[src/rtl/settle_timer.sv]
// Settle down-counter: load a cycle count, decrement while enabled, flag zero.
module settle_timer (
    input  logic       clk,
    input  logic       rst,
    input  logic       load,
    input  logic       en,
    input  logic [3:0] load_val,
    output logic       zero
);

    logic [3:0] count;

    always_ff @(posedge clk) begin
        if (rst) begin
            count <= 4'd0;
        end else if (load) begin
            count <= load_val;
        end else if (en && (count != 4'd0)) begin
            count <= count - 4'd1;
        end
    end

    assign zero = (count == 4'd0);

endmodule

[config.mk]
export PLATFORM = sky130hd
export DESIGN_NAME = settle_timer
export DESIGN_NICKNAME = d
export VERILOG_FILES = /design/src/rtl/settle_timer.sv
export SDC_FILE = /design/constraint.sdc
export NUM_CORES = 1
export LEC_CHECK = 0
export CORE_AREA = 4 4 41 43
export DETAILED_ROUTE_END_ITERATION = 10
export DIE_AREA = 0 0 45 47
export DONT_BUFFER_PORTS = 1
export GPL_TIMING_DRIVEN = 0
export PLACE_DENSITY_LB_ADDON = 0.05
export SLEW_MARGIN = 20
export SYNTH_ARGS = -nofsm -noshare
export SYNTH_HDL_FRONTEND = slang
export SYNTH_SLANG_ARGS = --single-unit
[constraint.sdc]
create_clock -name clk -period 2.6 [get_ports clk]
set_clock_uncertainty 0.15 [all_clocks]
set_input_delay 0.52 -clock clk [delete_from_list [all_inputs] [get_ports clk]]
set_output_delay 0.52 -clock clk [all_outputs]
set_load 0.01 [all_outputs]
== Yosys cells after proc, flatten, opt, wreduce, memory -nomap -nowiden ==
Cells that the tools add are included.

* Reductions and logical operators: 4
* Add/sub/neg operators: 1
* Multiplexer cells: 2

{| class="wikitable"
|+ Operators with widths
! cell !! number
|-
| 2-to-1 mux 4 bit || 2
|-
| logical NOT 4 bit || 1
|-
| nonzero test 4 bit || 1
|-
| subtractor 4 x 1 -> 4 bit, second input constant || 1
|-
| nonzero test 2 bit || 1
|-
| logical AND 1 bit || 1
|}

* Word-level logic and storage cells: 8
* Output and inout port bits: 1
* Flip-flop bits (word level): 4
* Bits of input ports: 8

== Longest topological paths before layout ==
Gate-level depths: netlist of run 1.

* Word-level depth: 4
* Gate-level depth with buffers: 5
* Mapped depth without buffers: 5

== Worst setup path after synthesis of run 1 ==
No wires, ideal clock.

* Path type: register -> output
* Start: reg count[1]
* End: out zero
* Arrival time: 1.117 ns
* Slack: 0.813 ns
* Stages on the path, launching flop included: 5
* Required time: 1.930 ns
* Path buffers: 0
* Cells stage by stage: dfxtp_1 -> inv_1 -> ha_1 -> or3b_4 -> inv_1

* Word-level cells in the longest chain between the ends: 1

{| class="wikitable"
|+ Ends and longest elaborated chain
! item !! line !! RTL
|-
| from (decl) || 11 || <nowiki>logic [3:0] count;</nowiki>
|-
| from (signal assigned) || 17 || <nowiki>count <= load_val;</nowiki>
|-
| from (signal assigned) || 19 || <nowiki>count <= count - 4'd1;</nowiki>
|-
| logical NOT 4 bit || 23 || <nowiki>assign zero = (count == 4'd0);</nowiki>
|-
| to (decl) || 8 || <nowiki>output logic zero</nowiki>
|}

Every way passes these cells.

== Final worst setup path of run 1 ==
Ends and elaborated chain as after synthesis.

==> impl_results.md, run 1 <==
- Grt ovf: 0
- Met2 wire len: 233 µm
- Row count: 13
- First-pass GRT wire length: 883 µm
- Max-Cap Viols: 0
- Internal power: 0.136 mW
- Yosys cell types: 16
- Worst path required time: 1.93 ns
- Max-slew violation count: 0
- Commonest non-fill, non-tap cell in the layout: nor2_1
- Syn. warnings: 0
- CTS Sinks: 4
- Final HPWL DP: 442 µm
- Switching power: 0.0480 mW
- Max reg flops: 4
- Setup CP Type: register to output pin
- Slew @ Worst Pin: 0.254 ns
- Flop and latch count out of synthesis: 4
- Post-layout util: 0.234
- CTS tree: done
- Nets@finish: 43
- Fin crit share: 0.810
- I/O pin cnt: 9
- Setup TNS: 0 ns
- Root Buffer: clkbuf_4
- Post-cts sizing count: 0
- # hold bufs at CTS: 0
- Metal-1 WL: 256 µm
- Hold_sp: rst
- R2R Path Start: count[1]
- Port bufs: 0
- Routed wire length on met3: 60 µm
- Synthesized instance count: 29
- WL/cell: 11.7 µm
- Most frequent cells in the layout: nor2_1 (5), inv_1 (4), dfxtp_1 (4)
- Hold EP: count[3]
- Switching share of power: 0.261
- Clock Tree Buf Depth: 2
- P_leak: 0.114 nW
- DRT Pass-1 Iters: 2
- DRT iter0 DRCs: 3
- Post-CTS Setup Inserts: 0
- Routability cong.: 0.616
- Layout cell share with drive strength beyond 1: 0.188
- Die Span X: 45 µm
- Tmin final: 2.11 ns
- RSZ-0062 raised after global routing: false
- Total power: 0.184 mW
- Clock latency on the worst-skew pair: 0.23 ns
- Synthesized area: 263 µm²
- Run status: finished clean
- Vias in the first global route: 220
- Die H: 47 µm
- Avg Cell Area, Syn: 9.06 µm²
- Internal reg-to-reg setup slack: 0.81 ns
- Initial Util: 0.202
- Critical Path AT: 1.44 ns
- Final setup viols: 0
- Core area: 0.00130 mm²
- CP Max Fanout: 5
- Worst Hold Class: primary input to register
- Critical R2R Capture: count[1]
- Routed Wire Length: 550 µm
- Worst VDD drop: 153 µV
- # DRC: 0
- Clk network pwr share: 0.415
- Largest net degree at the start of global routing: 8
- Detailed-route vias per instance: 4.60
- Placed instance area: 282 µm²
- Max Freq: 475 MHz
- Clock transition at the registers of the reported paths: 0.04 ns
- Post-route design area: 304 µm²
- Reg2reg path depth: 5
- Final ANT Viol Nets: 0
- Crit end category: output pin
- Largest regs: count (4)
- H-tree depth: 1
- Final Hold Viols: 0
- PD cells: 605 mW/mm²
- Via count: 216
- GRT Resource Usage Total: 0.0631
- Post-synth net total: 38
- Layout area overhead: 15.7%
- Fillers: 153
- Die area: 0.00212 mm²
- Reg with most FFs: count
- N_diodes: 0
- Comb power frac: 0.197
- Sequential share of power: 0.388
- Number of buffers created by CTS: 3
- Relative slew margins: 0.830
- Register area share after synthesis: 0.305
- Initial antenna violation count: 0
- CP startpoint kind: register
- Hold Crit Depth: 1
- Top layer in use: met3
==> power by group through the flow <==
| stage | combinational (mW) | clock [mW] | sequential, mW |
|---|---|---|---|
| after floorplan | 0.0317 | 0 | 0.0716 |
| after global placement | 0.0367 | 0 | 0.0728 |
| after detailed placement | 0.0366 | 0 | 0.0726 |
| after CTS | 0.0367 | 0.0823 | 0.0716 |
| after global routing | 0.0408 | 0.0862 | 0.0719 |
| final | 0.0363 | 0.0763 | 0.0715 |
==> Yosys cell counts <==
| master | n | area share |
|---|---|---|
| or3b_4 | 1 | 0.043 |
| mux2i_1 | 1 | 0.038 |
| ha_1 | 1 | 0.048 |
| nand2_1 | 3 | 0.043 |
| a21o_1 | 1 | 0.029 |
| inv_1 | 4 | 0.057 |
| dfxtp_1 | 4 | 0.30 |
| nor4b_2 | 1 | 0.057 |
| a211oi_1 | 1 | 0.029 |
| nand3_1 | 1 | 0.019 |
| nor3_1 | 1 | 0.019 |
| nand4b_1 | 1 | 0.033 |
| a311o_1 | 1 | 0.038 |
| a2111oi_4 | 1 | 0.10 |
| nor2_1 | 5 | 0.071 |
| a311oi_1 | 2 | 0.067 |
==> layout make-up <==
class | instances | area [µm²] | area share
Inverter | 4 | 15.0 | 0.0494
Sequential cell | 4 | 80.1 | 0.263
Clock buffer | 3 | 22.5 | 0.0741
Tap cell | 15 | 18.8 | 0.0617
Multi-Input combinational cell | 21 | 168 | 0.551
==> layer usage <==
layer,vias to the layer above,global-route usage
met5,-,0
met4,0,0.0702
met3,0,0.0383
met2,8,0.0876
met1,93,0.0612
li1,115,-
==> stage by stage <==
step           hold WS (ns)  setup WS (ns)  instances
6_report              0.206          0.493         47
5_1_grt               0.189          0.407         47
4_1_cts               0.194          0.470         47
3_5_place_dp          0.362          0.730         44
3_3_place_gp          0.360          0.723         44
2_1_floorplan         0.334          0.813         29
==> cell families (layout without fill, tap and decap cells) <==
kind of cell	after synthesis	in the layout	share of synthesized area
and+or+nand+nor	13	13	0.286
AOI/OAI and AO/OA	6	6	0.267
DFF	4	4	0.305
buffers and inverters	4	7	0.0571
adders and majority gates	1	1	0.0476
muxes	1	1	0.0381
==> worst max path at each step <==
stage,startpoint,cells past startpoint,end
floorplan,count[1],4,zero
global placement,count[1],4,zero
detailed placement,count[1],4,zero
CTS,count[1],4,zero
global route,count[1],4,zero
finish,count[1],4,zero
==> critical path: stages, from the launching register on <==
cell and delay (ns):
dfxtp_1 0.31, inv_1 0.11, ha_1 0.22, or3b_4 0.44
inv_1 0.12
Note: power is estimated with default switching activity, not from simulation.
==> run 2: changes to the inputs <==
ABC_AREA = 1   (was default)
clock period = 1.9 ns   (was 2.6 ns; I/O delays follow)
==> run 2 against run 1 <==
  * Clock-buffer cell count unchanged
  * Flip-flop and latch count unchanged
  * First-iteration DRC count unchanged
  * Combinational power is 110% higher
  * Via count grew 15%
  * Critical path type unchanged
  * Critical endpoint unchanged
  * Largest cell class unchanged
  * Highest routed layer unchanged
==> impl_results.md, run 2 <==
- Max-slew violation count: 0
- Slew @ Worst Pin: 0.217 ns
- PD cells: 889 mW/mm²
- Ys async rst share: 0
- I/O pin cnt: 9
- Crit end category: output pin
- Run status: finished clean
- Die Span X: 45 µm
- Tmin final: 1.62 ns
- CTS Sinks: 4
- Clock latency on the worst-skew pair: 0.23 ns
- # hold bufs at CTS: 0
- Reg2reg path depth: 8
- Fin crit share: 0.853
- Commonest non-fill, non-tap cell in the layout: nand2_1
- Largest regs: count (4)
- Worst Hold Class: primary input to register
- # DRC: 0
- Post-CTS Setup Inserts: 0
- Avg Cell Area, Syn: 6.68 µm²
- Post-synth EDFFs: 0
- Grt ovf: 0
- Yosys cell types: 16
- DRT iter0 DRCs: 3
- Setup CP Type: register to output pin
- Post-synth net total: 50
- Relative slew margins: 0.854
- Detailed-route vias per instance: 4.22
- GRT Resource Usage Total: 0.0712
- Commonest cells post-synth: nand2_1 (8), nor2_1 (6), inv_1 (5)
- Register area share after synthesis: 0.292
- Final HPWL DP: 524 µm
- Initial Util: 0.211
- Row count: 13
- Clock transition at the registers of the reported paths: 0.04 ns
- Max reg flops: 4
- Slowest cell on the critical path: dfxtp_1
- Layout cell share with drive strength beyond 1: 0.227
- Fillers: 151
- Final ANT Viol Nets: 0
- Critical Path AT: 1.09 ns
- Most common cell in the netlist: nand2_1
- Reg with most FFs: count
- DRT Pass-1 Iters: 4
- CP max stage delay: 0.31 ns
- CTS tree: done
- RSZ-0062 raised after global routing: false
- N_diodes: 0
- Setup TNS: 0 ns
- Initial antenna violation count: 0
- Max-Cap Viols: 0
- CP Max Fanout: 3
- Flop and latch count out of synthesis: 4
- Worst path required time: 1.37 ns
- Syn. warnings: 0
- Final Hold Viols: 0
- Critical R2R Capture: count[1]
- Worst VDD drop: 332 µV
- Total power: 0.280 mW
- Synthesized area: 274 µm²
- Fin Hold WS: 0.0626 ns
- Die area: 0.00212 mm²
- P_leak: 0.157 nW
- Most frequent cells in the layout: nand2_1 (8), nor2_1 (6), inv_1 (5)
- Synthesized instance count: 41
- Clock Tree Buf Depth: 2
- Ys flop type: dfxtp_1
- Crit-path cells: inv_1 -> ha_1 -> nand3_2 -> inv_1
- Port bufs: 0
- Routability cong.: 0.669
- Yosys top cell area share: 0.292
- First-pass GRT wire length: 972 µm
- Die H: 47 µm
- H-tree depth: 1
- Via count: 249
- Synth top area cells: dfxtp_1 (29%), nand2_1 (11%), nand2_4 (8.2%)
- Internal reg-to-reg setup slack: 0.53 ns
- WL/cell: 10.3 µm
- Post-cts sizing count: 0
- Core area: 0.00130 mm²
- Final setup viols: 0
- Hold Crit Depth: 1
- Max Freq: 617 MHz
- Number of buffers created by CTS: 3
- Hold EP: count[3]
- CP startpoint kind: register
- Layout area overhead: 15.1%
- R2R Path Start: count[0]
- Vias in the first global route: 260
- Largest net degree at the start of global routing: 8
- CP dominant cell by count: inv_1
- Nets@finish: 55
- Root Buffer: clkbuf_4
- Hold_sp: rst
- Routed Wire Length: 605 µm
- Post-synth top area cell: dfxtp_1
## run 2: worst max path at each step
stage	endpoint	slack, ns	startpoint	cells past startpoint
2_1_floorplan	zero	0.59	count[0]	4
3_3_place_gp	zero	0.53	count[0]	4
3_5_place_dp	zero	0.51	count[0]	4
4_1_cts	zero	0.25	count[0]	4
5_1_grt	zero	0.22	count[0]	4
6_report	zero	0.28	count[0]	4
## run 2: final cells by class
cell class,instances,area [µm²],area share
multi-input cells,29,163,0.516
flip-flops and latches,4,80.1,0.254
well taps,15,18.8,0.0595
clock buffers,3,22.5,0.0714
inverters,8,31.3,0.0992
## run 2: power breakdown
group          switching (mW)  leakage, nW  internal [mW]
Sequential            0.00787       0.0333         0.0944
Clock                  0.0312       0.0138         0.0704
Combinational          0.0474        0.110         0.0289
## run 2: routing by layer
metal / global-route usage / routed length (µm) / up-vias
met2: 0.107 / 298 / 4
met1: 0.0662 / 276 / 109
met3: 0.0268 / 31 / 0
li1: - / - / 136
met4: 0.0936 / 0 / 0
met5: 0 / 0 / -
## run 2: kinds of logic (layout without fill, tap and decap cells)
group / after synthesis / after routing / share of synthesized area
AO/OA/AOI/OAI: 6 / 6 / 0.128
XOR/XNOR: 1 / 1 / 0.0320
adder cells (fa/ha/maj): 1 / 1 / 0.0457
buffers and inverters: 8 / 11 / 0.114
flip-flops: 4 / 4 / 0.292
AND/OR/NAND/NOR: 21 / 21 / 0.388
## run 2: worst max-delay path, delay by kind of cell, from the launching register on
family	cells	cell delay, ns
adders and majority gates	1	0.21
buffers and inverters	2	0.21
DFF	1	0.31
and+or+nand+nor	1	0.12
## run 2: through the flow
stage | util | cells | area (µm²) | setup WS, ns
after detailed placement | 0.225 | 56 | 293 | 0.506
after floorplan | - | 41 | 274 | 0.594
after CTS | 0.242 | 59 | 315 | 0.248
after global routing | 0.242 | 59 | 315 | 0.216
final | 0.242 | 59 | 315 | 0.278
after global placement | 0.225 | 56 | 293 | 0.525
